--- config.mk ---
export PLATFORM = sky130hd
export DESIGN_NAME = vdp_host_port
export DESIGN_NICKNAME = d
export VERILOG_FILES = /design/src/rtl/vdp_pkg.sv /design/src/rtl/vdp_host_port_ctrl_latch.sv /design/src/rtl/vdp_host_port.sv
export SDC_FILE = /design/constraint.sdc
export NUM_CORES = 1
export LEC_CHECK = 0
export ABC_AREA = 1
export CAP_MARGIN = 20
export CORE_MARGIN = 8
export CORE_UTILIZATION = 47
export DETAILED_ROUTE_END_ITERATION = 10
export PLACE_DENSITY_LB_ADDON = 0.05
export SYNTH_ARGS = -nofsm -noshare
export SYNTH_HDL_FRONTEND = slang
export SYNTH_HIERARCHICAL = 1
export SYNTH_SLANG_ARGS = --single-unit
--- constraint.sdc ---
create_clock -name clk -period 2.6 [get_ports clk]
set_clock_uncertainty 0.2 [all_clocks]
set_input_delay 0.39 -clock clk [delete_from_list [all_inputs] [get_ports clk]]
set_output_delay 0.39 -clock clk [all_outputs]
set_load 0.005 [all_outputs]
--- src/rtl/vdp_pkg.sv ---
// Shared types and constants for the VDP host port: port map, memory targets,
// FSM states and the data-port access codes.
package vdp_pkg;

  typedef enum logic [2:0] {
    PORT_DATA    = 3'b000,
    PORT_CTRL    = 3'b001,
    PORT_HV0     = 3'b010,
    PORT_HV1     = 3'b011,
    PORT_PSG0    = 3'b100,
    PORT_PSG1    = 3'b101,
    PORT_UNUSED0 = 3'b110,
    PORT_UNUSED1 = 3'b111
  } port_sel_e;

  typedef enum logic [1:0] {
    TGT_VRAM  = 2'd0,
    TGT_CRAM  = 2'd1,
    TGT_VSRAM = 2'd2
  } mem_target_e;

  typedef enum logic [1:0] {
    ST_IDLE,
    ST_MEM_WAIT,
    ST_DONE
  } state_e;

  localparam logic [3:0] VRAM_WR  = 4'b0001;
  localparam logic [3:0] CRAM_WR  = 4'b0011;
  localparam logic [3:0] VSRAM_WR = 4'b0101;
  localparam logic [3:0] VRAM_RD  = 4'b0000;
  localparam logic [3:0] CRAM_RD  = 4'b1000;
  localparam logic [3:0] VSRAM_RD = 4'b0100;

  localparam logic [2:0] REG_WR_PATTERN = 3'b100;

  typedef struct packed {
    logic        valid;
    logic        we;
    mem_target_e target;
  } mem_op_t;

  // A code is only usable when its direction matches the bus cycle direction.
  function automatic mem_op_t decode_code(input logic [3:0] code, input logic rnw);
    mem_op_t op;
    op = '{valid: 1'b0, we: 1'b0, target: TGT_VRAM};
    case (code)
      VRAM_WR:  op = '{valid: ~rnw, we: 1'b1, target: TGT_VRAM};
      CRAM_WR:  op = '{valid: ~rnw, we: 1'b1, target: TGT_CRAM};
      VSRAM_WR: op = '{valid: ~rnw, we: 1'b1, target: TGT_VSRAM};
      VRAM_RD:  op = '{valid: rnw,  we: 1'b0, target: TGT_VRAM};
      CRAM_RD:  op = '{valid: rnw,  we: 1'b0, target: TGT_CRAM};
      VSRAM_RD: op = '{valid: rnw,  we: 1'b0, target: TGT_VSRAM};
      default:  ;
    endcase
    return op;
  endfunction

endpackage

--- src/rtl/vdp_host_port_ctrl_latch.sv ---
// Two-word control-port latch: holds pending/code/addr, decodes register writes
// and applies data-port address increments and pending clears.
module vdp_host_port_ctrl_latch
  import vdp_pkg::*;
(
  input  logic        clk,
  input  logic        srst_n,
  input  logic        ctrl_wr,
  input  logic [15:0] ctrl_wdata,
  input  logic        pending_clr,
  input  logic        addr_inc,
  input  logic [7:0]  autoinc,
  output logic        pending,
  output logic [5:0]  code,
  output logic [15:0] addr,
  output logic        reg_we,
  output logic [4:0]  reg_idx,
  output logic [7:0]  reg_wdata
);

  always_ff @(posedge clk) begin
    if (!srst_n) begin
      pending   <= 1'b0;
      code      <= 6'd0;
      addr      <= 16'd0;
      reg_we    <= 1'b0;
      reg_idx   <= 5'd0;
      reg_wdata <= 8'd0;
    end else begin
      reg_we <= 1'b0;
      if (ctrl_wr) begin
        // The second word is always taken as address/code, even if it looks
        // like a register write.
        if (pending) begin
          code[5:2]   <= ctrl_wdata[7:4];
          addr[15:14] <= ctrl_wdata[1:0];
          pending     <= 1'b0;
        end else if (ctrl_wdata[15:13] == REG_WR_PATTERN) begin
          reg_we    <= 1'b1;
          reg_idx   <= ctrl_wdata[12:8];
          reg_wdata <= ctrl_wdata[7:0];
        end else begin
          code[1:0]  <= ctrl_wdata[15:14];
          addr[13:0] <= ctrl_wdata[13:0];
          pending    <= 1'b1;
        end
      end else begin
        if (pending_clr) pending <= 1'b0;
        if (addr_inc)    addr    <= addr + {8'h00, autoinc};
      end
    end
  end

endmodule

--- src/rtl/vdp_host_port.sv ---
// VDP bus front end: decodes the port map, acknowledges every bus cycle and
// turns data-port accesses into VRAM/CRAM/VSRAM requests.
module vdp_host_port
  import vdp_pkg::*;
(
  input  logic        clk,
  input  logic        srst_n,
  input  logic        vdp_sel,
  input  logic        vdp_rnw,
  input  logic [4:0]  vdp_a,
  input  logic [15:0] vdp_di,
  output logic [15:0] vdp_do,
  output logic        vdp_dtack_n,
  input  logic [15:0] status,
  input  logic [15:0] hv_count,
  input  logic [7:0]  autoinc,
  output logic        reg_we,
  output logic [4:0]  reg_idx,
  output logic [7:0]  reg_wdata,
  output logic        mem_req,
  output logic        mem_we,
  output logic [1:0]  mem_target,
  output logic [15:0] mem_addr,
  output logic [15:0] mem_wdata,
  input  logic        mem_ack,
  input  logic [15:0] mem_rdata
);

  state_e      state;
  port_sel_e   port;
  mem_op_t     op;
  logic        start;
  logic        ctrl_wr;
  logic        pending_clr;
  logic        addr_inc;
  logic        pending;
  logic [5:0]  code;
  logic [15:0] addr;
  logic        unused_bits;

  assign port        = port_sel_e'(vdp_a[4:2]);
  assign op          = decode_code(code[3:0], vdp_rnw);
  assign start       = (state == ST_IDLE) && vdp_sel;
  assign ctrl_wr     = start && (port == PORT_CTRL) && !vdp_rnw;
  assign pending_clr = start && ((port == PORT_DATA) || ((port == PORT_CTRL) && vdp_rnw));
  // Invalid data accesses still advance the address, just without a request.
  assign addr_inc    = (start && (port == PORT_DATA) && !op.valid) ||
                       ((state == ST_MEM_WAIT) && mem_ack);
  assign unused_bits = ^{vdp_a[1:0], code[5:4], pending};

  vdp_host_port_ctrl_latch u_latch (
    .clk         (clk),
    .srst_n      (srst_n),
    .ctrl_wr     (ctrl_wr),
    .ctrl_wdata  (vdp_di),
    .pending_clr (pending_clr),
    .addr_inc    (addr_inc),
    .autoinc     (autoinc),
    .pending     (pending),
    .code        (code),
    .addr        (addr),
    .reg_we      (reg_we),
    .reg_idx     (reg_idx),
    .reg_wdata   (reg_wdata)
  );

  always_ff @(posedge clk) begin
    if (!srst_n) begin
      state       <= ST_IDLE;
      vdp_do      <= 16'd0;
      vdp_dtack_n <= 1'b1;
      mem_req     <= 1'b0;
      mem_we      <= 1'b0;
      mem_target  <= 2'd0;
      mem_addr    <= 16'd0;
      mem_wdata   <= 16'd0;
    end else begin
      case (state)
        ST_IDLE: begin
          if (vdp_sel) begin
            if ((port == PORT_DATA) && op.valid) begin
              mem_req    <= 1'b1;
              mem_we     <= op.we;
              mem_target <= op.target;
              mem_addr   <= addr;
              mem_wdata  <= vdp_di;
              vdp_do     <= 16'd0;
              state      <= ST_MEM_WAIT;
            end else begin
              vdp_dtack_n <= 1'b0;
              state       <= ST_DONE;
              case (port)
                PORT_DATA:         vdp_do <= 16'd0;
                PORT_CTRL:         vdp_do <= vdp_rnw ? status   : 16'd0;
                PORT_HV0, PORT_HV1: vdp_do <= vdp_rnw ? hv_count : 16'd0;
                default:           vdp_do <= vdp_rnw ? 16'hFFFF : 16'd0;
              endcase
            end
          end
        end
        ST_MEM_WAIT: begin
          if (mem_ack) begin
            mem_req     <= 1'b0;
            vdp_dtack_n <= 1'b0;
            if (!mem_we) vdp_do <= mem_rdata;
            state       <= ST_DONE;
          end
        end
        ST_DONE: begin
          if (!vdp_sel) begin
            vdp_dtack_n <= 1'b1;
            state       <= ST_IDLE;
          end
        end
        default: state <= ST_IDLE;
      endcase
    end
  end

endmodule

==> flow_summary_export.csv, run 1 <==
group,metric,value,unit
outcome,status,"completed",
clock_network,numClockSinks,90,
final_layout,post-route-util,64.9,%
sta,finalHoldViolations,0,
critical_path,critPathLaunchType,"input pin",
critical_path,endpoint,"u_latch/addr[15]",
clock_network,tritoncts,"yes",
clock_network,numCtsBuffers,9,
synth,syn_area_per_cell,7.02,um2
clock_network,postCtsHoldBufs,0,
route,num_vias,5025,
sta,tns,0,ns
global_routing,grt_pass1_wl,23500,um
critical_path,cp_data_required_time,2.65,ns
route,wire_per_inst,15.0,um
sta,setup_viol,0,
critical_path,rr_worst_depth,9,
sta,max_freq,459,MHz
pwr,powerDensity,456,mW/mm2
clock_network,postCtsSetupRepairBufs,0,
clock_network,clk_latency,0.35,ns
clock_network,ctsLongestPathBuffers,2,
global_routing,grt_antenna_before_repair,0,
min_path,holdCritPathClass,"input pin to flop",
floorplan,die_w,117,um
global_routing,track_usage,21.5,%
synth,syn-instance-count,686,
synth,synth_fp_nets,777,
critical_path,startpoint,"vdp_a[4]",
global_routing,grt_max_degree,72,
route,ant_nets,0,
critical_path,worstPathArrival,2.23,ns
clock_network,h-tree-depth,3,
synth,syn-cell-area,0.00481,mm2
sta,maxSlewHeadroom,54.1,%
sta,min_period,2.18,ns
placed_design,dp_hpwl,11000,um
sta,tightest_slew,0.688,ns
final_layout,area_growth,36.6,%
global_routing,grt.overflow.total,0,
route,drc,0,
critical_path,worstSetupPathType,"input pin to flop",
critical_path,r2r_slack,0.43,ns
sta,finalMaxSlewViolations,0,
pwr,cellLeakagePower,2.66,nW
critical_path,r2r_end,"u_latch/addr[15]",
route,drt_iter0_markers,216,
route,wirelength,14500,um
floorplan,ios,149,
route,vias_per_cell,5.19,
synth,synth_warnings,6,
floorplan,coreArea,0.0101,mm2
critical_path,timing.critical_path.fanout_max,16,
placed_design,gp_congestion,0.880,
final_layout,fin_nets,918,
floorplan,row_count,37,
job,drv_cap,0,
placed_design,portBuffers,146,
route,firstDrtPassIters,4,
pwr,vdd_ir_drop_max,0.293,mV
clock_network,clk_pin_slew,0.09,ns
final_layout,diodes,0,
critical_path,r2r-start,"state[1]",
sta,period_share,83.9,%
critical_path,end_kind,"flop",
global_routing,grt_pass1_vias,4946,
clock_network,root_buffer,"clkbuf_8",
final_layout,drive_gt1_share,8.65,%
floorplan,die-area,0.0137,mm2
floorplan,die_h,117,um
clock_network,ctsResizeCount,0,
floorplan,start_util,47.5,%
sta,rsz0062_at_grt,"no",
## layer usage
metal / up-vias / track usage [%] / wire (um)
li1: 2537 / - / -
met1: 2334 / 25.8 / 6250
met2: 140 / 35.4 / 6760
met3: 14 / 8.52 / 1370
met4: 0 / 5.20 / 142
met5: - / 0 / 0
## worst min-delay path by stage
| stage | cells past startpoint | slack (ns) | to | from |
|---|---|---|---|---|
| after global placement | 2 | 0.23 | mem_wdata[7] | mem_wdata[7] |
| after global routing | 2 | 0.19 | vdp_dtack_n | srst_n |
| after floorplan | 2 | 0.24 | mem_wdata[0] | mem_wdata[0] |
| final | 2 | 0.18 | vdp_dtack_n | srst_n |
| after detailed placement | 2 | 0.24 | mem_addr[7] | mem_addr[7] |
| after CTS | 2 | 0.18 | vdp_dtack_n | srst_n |
## cells in the final DEF, fill, tap and decap left out, types with 2 or more instances in the layout
cell type,count
nand2_1,151
clkdlybuf4s50_1,145
dfxtp_1,90
inv_1,75
a21oi_1,71
nor2_1,53
nand3_1,49
o21ai_0,41
o21ai_1,36
a31oi_1,18
buf_4,17
clkbuf_8,9
ha_1,8
nand3b_1,5
a21oi_2,5
inv_2,4
nor2_2,3
nand2_2,3
nor3_2,3
nand4_1,3
nand3_2,3
or2_1,3
nor2_8,2
inv_4,2
o31ai_1,2
inv_8,2
inv_6,2
clkinv_4,2
buf_12,2
xnor2_1,2
o21ai_2,2
and2_1,2
## through the flow
stage                     area, um2  power, mW  hold slack, ns  setup slack [ns]  instances
after floorplan                4810       1.73           0.240             0.278        686
after detailed placement       6370       2.01           0.235            0.0384        952
after global routing           6580       3.14           0.190             0.238        968
after global placement         6370       2.00           0.230             0.115        952
after CTS                      6580       3.03           0.182             0.435        968
final                          6580       3.00           0.182             0.419        968
## area by class of cell
| cell class | count | area [um2] |
|---|---|---|
| inverters | 82 | 318 |
| clock buffers | 9 | 124 |
| fillers | 912 | 3560 |
| well taps | 136 | 170 |
| flip-flops and latches | 90 | 1800 |
| repair buffers | 165 | 1620 |
| clock inverters | 7 | 83.8 |
| multi-input cells | 479 | 2450 |
## report_power, final
group | internal, mW | total [mW] | switching (mW)
combinational | 0.276 | 0.528 | 0.252
clock | 0.463 | 1.02 | 0.553
sequential | 1.43 | 1.46 | 0.0290
## critical path, cell delays in order
cell and delay [ns]:
clkdlybuf4s50_1 0.50, nor2_8 0.17, nand2_1 0.08, nor3_2 0.24
buf_4 0.28, nand2_1 0.12, nand2_1 0.14, inv_1 0.06
a21oi_1 0.17, a21oi_2 0.08
## sequential cells by signal (all words and copies together) (netlist names)
name / flops
mem_addr: 16
mem_req: 1
mem_target: 2
mem_wdata: 16
mem_we: 1
state: 2
u_latch/addr: 16
u_latch/code: 4
u_latch/pending: 1
u_latch/reg_idx: 5
u_latch/reg_wdata: 8
u_latch/reg_we: 1
vdp_do: 16
vdp_dtack_n: 1
Note: power is estimated with default switching activity, not from simulation.
==> inputs of run 2 (changes only) <==
Settings changed: CORE_UTILIZATION 47 to 43.
Clock period 2.6 ns to 1.9 ns, I/O delays scaled along.
==> run 2 against run 1 <==
Net effect:
- the flow now finishes with violations (setup timing)
- count of clock-buffer cells in the layout is the same
- cell count is 6.4% higher
- register-to-register slack worse by 0.44 ns
- die area up 8.0%
- worst hold slack lost 0.023 ns
- setup slack got worse by 0.43 ns
- sequential cell count unchanged
- first-iteration DRC count is 54% higher
- clock power rose by 35%
- core utilization grew 4.7 points
- via count up 6.8%
- highest routed layer unchanged
==> flow_summary_export.csv, run 2 (same netlist as run 1, synthesis figures left out) <==
group,metric,value,unit
critical_path,cp_cell_sequence,"ha_4 > fa_2 > nand3_2 > nand3_4 > nand2_2 > nand2_2 > o21ai_2 > o21ai_1 > a21oi_1",
final_layout,post-route-util,69.5,%
clock_network,numClockSinks,90,
critical_path,cpMaxStageDelayCell,"fa_2",
sta,finalHoldViolations,0,
clock_network,postCtsHoldBufs,0,
critical_path,critical_path.most_common_cell,"nand2_2",
route,wire_per_inst,16.4,um
route,met1_length,7070,um
route,firstDrtPassIters,5,
critical_path,end_kind,"flop",
floorplan,row_count,38,
outcome,violations,"setup timing",
sta,period_share,101,%
pwr,powerDensity,564,mW/mm2
route,drc,0,
final_layout,fin_nets,976,
critical_path,cp_data_required_time,2.02,ns
critical_path,worstSetupPathType,"flop to flop",
pwr,cellLeakagePower,3.06,nW
sta,max_freq,523,MHz
sta,rsz0062_at_grt,"yes",
final_layout,fillCellCount,921,
job,drv_cap,0,
min_path,holdCritPathClass,"input pin to flop",
clock_network,clk_latency,0.37,ns
floorplan,die_h,122,um
placed_design,dp_hpwl,12100,um
sta,finalMaxSlewViolations,0,
sta,worst_slack,-0.0119,ns
route,wl_met3,1440,um
global_routing,grt_antenna_before_repair,0,
final_layout,diodes,0,
clock_network,clk_pin_slew,0.10,ns
placed_design,portBuffers,146,
final_layout,layout_common_cells,"clkdlybuf4s50_1 (142), nand2_1 (137), dfxtp_1 (84)",
sta,maxSlewHeadroom,71.1,%
sta,min_period,1.91,ns
pwr,vdd_ir_drop_max,0.512,mV
clock_network,root_buffer,"clkbuf_8",
floorplan,coreArea,0.0109,mm2
sta,tightest_slew,0.434,ns
route,wirelength,16900,um
route,drt_iter0_markers,333,
sta,holdWs,0.159,ns
floorplan,die-area,0.0148,mm2
route,num_vias,5367,
route,ant_nets,0,
global_routing,grt_pass1_vias,5121,
route,top_layer,"met4",
global_routing,grt_max_degree,83,
critical_path,timing.critical_path.fanout_max,4,
floorplan,die_w,122,um
final_layout,drive_gt1_share,23.3,%
clock_network,ctsLongestPathBuffers,2,
outcome,status,"finished with violations",
critical_path,cp_top_family,"adder cells",
critical_path,critPathLaunchType,"flop",
route,routed-wl-met2,8080,um
critical_path,worstPathArrival,2.03,ns
route,vias_per_cell,5.21,
global_routing,grt.overflow.total,0,
final_layout,area_growth,57.3,%
floorplan,start_util,44.2,%
final_layout,final_common_cell,"clkdlybuf4s50_1",
placed_design,gp_congestion,0.872,
sta,setup_viol,2,
global_routing,grt_pass1_wl,24900,um
floorplan,ios,149,
global_routing,track_usage,21.0,%
clock_network,h-tree-depth,3,
critical_path,slowest_delay,0.38,ns
critical_path,critPathBufInv,0,
clock_network,numCtsBuffers,9,
clock_network,tritoncts,"yes",
-- run 2: changes by cell type in the layout (fill, tap and decap cells not counted), moves of 8 or more --
cell and change:
buf_4 +41, nand2_1 -14, nand2_2 +11, nand3_1 -10, nand3_2 +8, o21ai_0 -16
o21ai_1 -10, o21ai_2 +26
-- run 2: tightest hold or removal path, delay by kind of cell --
family,cells,cell delay (ns)
buffers and inverters,2,0.30
AND/OR/NAND/NOR,1,0.12
-- run 2: final timing paths --
path	startpoint	to	slack, ns	cells past startpoint
worst max register to register	u_latch/addr[0]	u_latch/addr[8]	-0.01	9
worst min register to register	mem_addr[0]	mem_addr[0]	0.24	2
worst min-delay path	srst_n	vdp_dtack_n	0.16	3
worst max-delay path	u_latch/addr[0]	u_latch/addr[8]	-0.01	9
-- run 2: report_power, final --
group / internal, mW / switching, mW / total, mW
registers: 1.95 / 0.0427 / 1.99
logic: 0.480 / 0.417 / 0.897
clock network: 0.620 / 0.764 / 1.38
total: 3.05 / 1.22 / 4.27
-- run 2: what timing repair did --
item | 4_1_cts | 5_1_grt
pin swaps | 1 | 32
gates resized for setup | 16 | 103
endpoints found under the setup margin | 20 | 56
buffers inserted | 0 | 10
endpoints found under the hold margin | 0 | 0
gates cloned | 0 | 6
-- run 2: cell type report --
class	count	area [um2]	share of cell area [%]
well taps	140	175	2.31
flip-flops and latches	90	1810	24.0
inverters	82	330	4.36
clock buffers	9	124	1.64
clock inverters	7	77.6	1.02
repair buffers	221	2220	29.3
multi-input cells	480	2820	37.3
repair inverters	1	6.26	0.0826
-- run 2: stage by stage --
stage	worst slack, ns	cells	TNS, ns	power, mW	instance area, um2
final	-0.0119	1030	-0.0129	4.27	7570
after global routing	-0.0894	1030	-1.63	4.46	7570
after CTS	-0.00241	1014	-0.00241	4.21	6980
after detailed placement	-0.516	998	-28.18	2.84	6750
after global placement	-0.481	998	-25.25	2.82	6750
after floorplan	-0.0952	686	-1.09	2.38	4860
-- run 2: per-layer routing --
layer  global-route usage [%]  up-vias
met2                     33.1      187
li1                         -     2659
met4                     7.56        0
met3                     8.42       23
met5                        0        -
met1                     25.4     2498
